**config.mk**
```make
export PLATFORM = sky130hd
export DESIGN_NAME = turn_timer
export DESIGN_NICKNAME = d
export VERILOG_FILES = /design/src/rtl/tt_pkg.sv /design/src/rtl/bcd_down_counter.sv /design/src/rtl/turn_timer.sv
export SDC_FILE = /design/constraint.sdc
export NUM_CORES = 1
export LEC_CHECK = 0
export ABC_AREA = 1
export CAP_MARGIN = 20
export CORE_ASPECT_RATIO = 1.5
export CORE_MARGIN = 2
export CORE_UTILIZATION = 53
export CTS_CLUSTER_SIZE = 25
export DETAILED_ROUTE_END_ITERATION = 8
export PLACE_DENSITY = 0.77
export SLEW_MARGIN = 20
export SYNTH_ARGS = -nofsm -noshare
export SYNTH_HDL_FRONTEND = slang
export SYNTH_SLANG_ARGS = --single-unit
```
**constraint.sdc**
```tcl
create_clock -name clock -period 1.55 [get_ports clock]
set_input_delay 0.31 -clock clock [delete_from_list [all_inputs] [get_ports clock]]
set_output_delay 0.31 -clock clock [all_outputs]
set_load 0.1 [all_outputs]
```
**src/rtl/tt_pkg.sv**
```systemverilog
// Shared types and helpers for the per-turn countdown timer.
package tt_pkg;

  localparam int BCD_DIGIT_W = 4;

  typedef enum logic [1:0] {
    ST_IDLE    = 2'd0,
    ST_RUN     = 2'd1,
    ST_EXPIRED = 2'd2,
    ST_FROZEN  = 2'd3
  } tt_state_e;

  // Splits a 0..99 seconds value into {tens, ones} BCD digits.
  function automatic logic [2*BCD_DIGIT_W-1:0] to_bcd(input int value);
    logic [BCD_DIGIT_W-1:0] ten;
    logic [BCD_DIGIT_W-1:0] one;
    ten = BCD_DIGIT_W'((value / 10) % 10);
    one = BCD_DIGIT_W'(value % 10);
    return {ten, one};
  endfunction

endpackage

```
**src/rtl/bcd_down_counter.sv**
```systemverilog
// Two-digit BCD down-counter with load, saturating decrement and zero/last flags.
module bcd_down_counter
  import tt_pkg::*;
(
  input  logic                   clock,
  input  logic                   reset,
  input  logic                   load_i,
  input  logic                   dec_i,
  input  logic [BCD_DIGIT_W-1:0] load_ten_i,
  input  logic [BCD_DIGIT_W-1:0] load_one_i,
  output logic [BCD_DIGIT_W-1:0] ten_o,
  output logic [BCD_DIGIT_W-1:0] one_o,
  output logic                   zero_o,
  output logic                   last_o
);

  logic [BCD_DIGIT_W-1:0] ten_q, ten_d;
  logic [BCD_DIGIT_W-1:0] one_q, one_d;

  // Load wins over decrement; decrement borrows from tens and never wraps below 00.
  always_comb begin
    ten_d = ten_q;
    one_d = one_q;
    if (load_i) begin
      ten_d = load_ten_i;
      one_d = load_one_i;
    end else if (dec_i) begin
      if (one_q != 4'd0) begin
        one_d = one_q - 4'd1;
      end else if (ten_q != 4'd0) begin
        ten_d = ten_q - 4'd1;
        one_d = 4'd9;
      end else begin
        ten_d = ten_q;
        one_d = one_q;
      end
    end else begin
      ten_d = ten_q;
      one_d = one_q;
    end
  end

  // Digit registers; reset presents the load value.
  always_ff @(posedge clock) begin
    if (reset) begin
      ten_q <= load_ten_i;
      one_q <= load_one_i;
    end else begin
      ten_q <= ten_d;
      one_q <= one_d;
    end
  end

  assign ten_o  = ten_q;
  assign one_o  = one_q;
  assign zero_o = (ten_q == 4'd0) && (one_q == 4'd0);
  assign last_o = (ten_q == 4'd0) && (one_q == 4'd1);

endmodule

```
**src/rtl/turn_timer.sv**
```systemverilog
// Per-turn countdown timer with BCD seconds display and one-cycle timeout pulse.
// Optional low-time warning output enabled by defining TURN_TIMER_WARN_EN.
module turn_timer
  import tt_pkg::*;
#(
  parameter int TICKS_PER_SEC = 100,
  parameter int TURN_SECONDS  = 10
) (
  input  logic                   clock,
  input  logic                   reset,
  input  logic                   start,
  input  logic                   turn_done,
  input  logic                   game_over,
  output logic [BCD_DIGIT_W-1:0] time_left_ten,
  output logic [BCD_DIGIT_W-1:0] time_left_one,
  output logic                   timeout,
  output logic                   running
`ifdef TURN_TIMER_WARN_EN
  ,
  output logic                   warn
`endif
);

  localparam int PRESC_W = (TICKS_PER_SEC > 1) ? $clog2(TICKS_PER_SEC) : 1;
  localparam logic [PRESC_W-1:0] TICK_MAX = PRESC_W'(TICKS_PER_SEC - 1);
  localparam logic [2*BCD_DIGIT_W-1:0] RELOAD = to_bcd(TURN_SECONDS);

  tt_state_e           state_q, state_d;
  logic [PRESC_W-1:0]  presc_q, presc_d;
  logic                timeout_q, timeout_d;
  logic                running_q, running_d;
  logic                load_s, dec_s, tick_s, zero_s, last_s;
  logic [BCD_DIGIT_W-1:0] ten_s, one_s;

  assign tick_s = (presc_q == TICK_MAX);

  bcd_down_counter u_digits (
    .clock      (clock),
    .reset      (reset),
    .load_i     (load_s),
    .dec_i      (dec_s),
    .load_ten_i (RELOAD[2*BCD_DIGIT_W-1:BCD_DIGIT_W]),
    .load_one_i (RELOAD[BCD_DIGIT_W-1:0]),
    .ten_o      (ten_s),
    .one_o      (one_s),
    .zero_o     (zero_s),
    .last_o     (last_s)
  );

  // Next-state and registered-output decode; game_over > start low > turn_done > tick.
  always_comb begin
    state_d = state_q;
    presc_d = presc_q;
    load_s  = 1'b0;
    dec_s   = 1'b0;
    case (state_q)
      ST_IDLE: begin
        presc_d = {PRESC_W{1'b0}};
        if (start) begin
          state_d = ST_RUN;
          load_s  = 1'b1;
        end else begin
          state_d = ST_IDLE;
        end
      end
      ST_RUN: begin
        if (game_over) begin
          state_d = ST_FROZEN;
        end else if (!start) begin
          state_d = ST_IDLE;
          load_s  = 1'b1;
          presc_d = {PRESC_W{1'b0}};
        end else if (turn_done) begin
          load_s  = 1'b1;
          presc_d = {PRESC_W{1'b0}};
        end else if (tick_s) begin
          dec_s   = 1'b1;
          presc_d = {PRESC_W{1'b0}};
          if (last_s || zero_s) begin
            state_d = ST_EXPIRED;
          end else begin
            state_d = ST_RUN;
          end
        end else begin
          presc_d = presc_q + PRESC_W'(1);
        end
      end
      ST_EXPIRED: begin
        presc_d = {PRESC_W{1'b0}};
        if (game_over) begin
          state_d = ST_FROZEN;
        end else if (!start) begin
          state_d = ST_IDLE;
          load_s  = 1'b1;
        end else begin
          state_d = ST_RUN;
          load_s  = 1'b1;
        end
      end
      ST_FROZEN: begin
        state_d = ST_FROZEN;
      end
      default: begin
        state_d = ST_IDLE;
        load_s  = 1'b1;
        presc_d = {PRESC_W{1'b0}};
      end
    endcase
    running_d = (state_d == ST_RUN);
    timeout_d = (state_d == ST_EXPIRED);
  end

  // Control state and registered status outputs.
  always_ff @(posedge clock) begin
    if (reset) begin
      state_q   <= ST_IDLE;
      presc_q   <= {PRESC_W{1'b0}};
      timeout_q <= 1'b0;
      running_q <= 1'b0;
    end else begin
      state_q   <= state_d;
      presc_q   <= presc_d;
      timeout_q <= timeout_d;
      running_q <= running_d;
    end
  end

  assign time_left_ten = ten_s;
  assign time_left_one = one_s;
  assign timeout       = timeout_q;
  assign running       = running_q;

`ifdef TURN_TIMER_WARN_EN
  logic warn_q, warn_d;

  // Warn predicts the digits after this edge: a pending decrement lowers the threshold by one.
  always_comb begin
    warn_d = 1'b0;
    if ((state_d == ST_RUN) && !load_s) begin
      if (dec_s) begin
        warn_d = (ten_s == 4'd0) && (one_s <= 4'd4);
      end else begin
        warn_d = (ten_s == 4'd0) && (one_s <= 4'd3);
      end
    end else begin
      warn_d = 1'b0;
    end
  end

  // Warning register.
  always_ff @(posedge clock) begin
    if (reset) begin
      warn_q <= 1'b0;
    end else begin
      warn_q <= warn_d;
    end
  end

  assign warn = warn_q;
`endif

endmodule

```
==> run_results.csv <==
group,metric,value,unit
run_status,status,"finished, final reports clean",
critical_path,r2r-end,"running",
power_and_ir_drop,total_power,905,uW
drt,post_drt_wl_per_cell,12.3,um
drt,drt_iter0_markers,34,
logic_synthesis,synth_seq_cells,19,
placed_design,placed_cells,216,
critical_path,crit_arrival,1690,ps
logic_synthesis,ys_top_cells_by_area,"dfxtp_1 34%, nand2_1 18%, inv_1 8.0%, a21oi_1 6.2%, nor2_1 5.7%",
cts,postCtsSetupRepairBufs,0,
cts,clock_latency,310,ps
cells_and_area,fillers,154,
cells_and_area,area_growth,35.1,%
floorplanning,die_x,41.6,um
timing,fin_ws,80.1,ps
cells_and_area,nets,207,
floorplanning,dieArea,0.00251,mm^2
cells_and_area,drive_gt1_frac,0.253,
cts,hold_buffers,0,
cells_and_area,design_area,0.00152,mm^2
power_and_ir_drop,seq_power_share,0.553,
cts,cts_tree,"done",
cts,ctsLongestPathBuffers,2,
cts,numCtsBuffers,3,
power_and_ir_drop,max-vdd-ir-drop,479,uV
placed_design,post-place-ws,-210,ps
placed_design,dp_hpwl,2150,um
timing,tightest_slew,247,ps
placed_design,portBuffers,14,
placed_design,place_area,0.00147,mm^2
timing,clock.fmax,680,MHz
logic_synthesis,netlist_area,0.00112,mm^2
timing,setup_viol,0,
power_and_ir_drop,p_leak,0.659,nW
timing,rsz0062_at_grt,"yes",
critical_path,crit_path_end_kind,"register",
critical_path,r2r_cells,9,
power_and_ir_drop,power.share.switching,0.282,
drt,remaining_drc_errors,0,
floorplanning,core,0.00203,mm^2
power_and_ir_drop,p_int,650,uW
timing,slew_headroom,0.835,
logic_synthesis,syn-num-nets,180,
cts,clk_pin_slew,100,ps
critical_path,cp-start-kind,"register",
critical_path,path_cells,"inv_2 > ha_1 > nand3_2 > nor2_2 > nand3_1 > nand2_1 > nand3_1 > nand2_1 > nor2_1",
logic_synthesis,synth.largest_area_cell,"dfxtp_1",
cts,clock-sinks,19,
drt,dr.pass1.iters,4,
critical_path,critPathLaunch,"u_digits.ten_o[0]",
logic_synthesis,syn_inst,172,
cells_and_area,antenna_cells,0,
timing,hold_viol_final,0,
cells_and_area,fin_cells,220,
cts,post_cts_resize_count,0,
logic_synthesis,ys_types,24,
critical_path,path_max_fanout,5,
logic_synthesis,syn_avg_cell_area,6.53,um^2
critical_path,r2r_slack,80,ps
drt,detail_route.vias_per_cell,5.32,
critical_path,cpMaxStageDelayCell,"dfxtp_4",
logic_synthesis,ys_warn_count,0,
global_routing,grt_pass1_vias,1162,
floorplanning,ios,15,
power_and_ir_drop,combPwrFrac,0.161,
logic_synthesis,synth-seq-area-share,0.339,
floorplanning,initial_utilization,0.554,
cts,htree_levels,1,
timing,worst_clock_skew,2.46,ps
flow_run,cap_violations,0,
worst_hold_path,min_path_type,"register to register",
critical_path,path_class,"register to register",
power_and_ir_drop,power_frac_clock,0.286,
timing,min_period,1470,ps
drt,wl,2700,um
global_routing,grt_overflow,0,
power_and_ir_drop,power_switching,255,uW
critical_path,worst_path_largest_cell_delay,380,ps
placed_design,routabilityCongestion,0.859,
drt,vias,1171,
critical_path,endpoint,"running",
global_routing,antenna_found_initial,0,
cts,root_buffer,"clkbuf_4",
global_routing,grt_pass1_wl,4620,um
critical_path,critPathRequiredTime,1770,ps
timing,fin_setup_tns,0,ps
floorplanning,num_rows,20,
timing,slew_violations,0,
drt,final_antenna_net_count,0,
logic_synthesis,netlist.area_leader.share,0.339,
global_routing,global_route.usage.total,0.234,
power_and_ir_drop,pwr_density_cell,597,mW/mm^2
global_routing,grt_max_degree,11,
critical_path,r2r-start,"u_digits.ten_o[0]",
timing,post-route-period-util,0.948,
floorplanning,fp.dieH,60.4,um
[cell usage after synthesis]
cell	n
nand2_1	54
inv_1	24
dfxtp_1	19
nor2_1	17
a21oi_1	14
nand3_1	12
nand4_1	4
ha_1	3
nor2_2	3
nor2_4	3
o21ai_0	3
a21oi_2	2
o21ai_1	2
xor2_1	2
a211oi_1	1
buf_2	1
buf_4	1
nand2_2	1
nand2_4	1
nand3_2	1
nand3b_1	1
nor3_2	1
or2_2	1
xnor2_1	1
[sequential cells by signal, indices dropped and copies added (netlist names)]
signal,flops
u_digits.one_o,4
state_q,2
u_digits.ten_o,4
running,1
timeout,1
presc_q,7
[power by group through the flow]
stage	Clock [mW]	Combinational, mW	Sequential, mW
2_1_floorplan	0	0.0642	0.530
3_3_place_gp	0	0.137	0.511
3_5_place_dp	0	0.143	0.512
4_1_cts	0.265	0.144	0.500
5_1_grt	0.283	0.156	0.502
6_report	0.259	0.145	0.501
[area by class of cell]
class / count / area [um^2] / area share
repair buffers: 24 / 315 / 0.208
clock buffers: 4 / 26.3 / 0.0173
inverters: 24 / 90.1 / 0.0594
multi-input cells: 127 / 662 / 0.436
well taps: 22 / 27.5 / 0.0182
flip-flops and latches: 19 / 395 / 0.261
[worst min-delay path by stage]
stage | to | slack, ps | from | depth (start not counted)
floorplan | timeout | 450 | start | 2
global placement | u_digits.ten_o[3] | 480 | u_digits.ten_o[3] | 2
detailed placement | u_digits.ten_o[2] | 490 | u_digits.ten_o[2] | 2
CTS | u_digits.ten_o[2] | 510 | u_digits.ten_o[2] | 2
global route | u_digits.one_o[3] | 520 | u_digits.one_o[3] | 2
finish | u_digits.ten_o[2] | 510 | u_digits.ten_o[2] | 2
[cell families (layout without fill, tap and decap cells)]
logic type                 after synthesis  after routing  synth area share
xor gates and xnor gates                 3              3            0.0234
and+or+nand+nor                         99             99             0.406
AOI/OAI and AO/OA                       22             22             0.107
buffers and inverters                   26             52            0.0914
DFF                                     19             19             0.339
adders and majority gates                3              3            0.0334
[routing by layer]
| layer | wire length, um | GRT usage | vias to the layer above |
|---|---|---|---|
| met3 | 119 | 0.0476 | 9 |
| met2 | 1550 | 0.464 | 40 |
| met5 | 0 | 0 | - |
| met1 | 962 | 0.231 | 528 |
| li1 | - | - | 594 |
| met4 | 71 | 0.111 | 0 |
[critical path, delay by kind of cell, from the launching register on]
family,cells,cell delay (ps)
and+or+nand+nor,7,730
adders and majority gates,1,180
DFF,1,380
buffers and inverters,1,90
[metrics by stage]
step                 util  hold slack, ps
floorplan               -             452
detailed placement  0.724             492
finish              0.748             509
global placement    0.724             484
CTS                 0.737             509
global route        0.748             524
[cells in the final DEF, fill, tap and decap left out, types with 3 or more instances in the layout]
master           synthesis  layout
nand4_1                  4       4
clkbuf_4                 0       3
buf_12                   0      10
nor2_4                   3       3
dfxtp_2                  0       6
inv_1                   24      23
clkdlybuf4s50_1          0       4
nand2_1                 54      53
nor2_1                  17      16
buf_4                    1      10
nor2_2                   3       4
o21ai_0                  3       3
dfxtp_1                 19      11
a21oi_1                 14      14
nand3_1                 12      11
(Power assumes the default switching activity.)
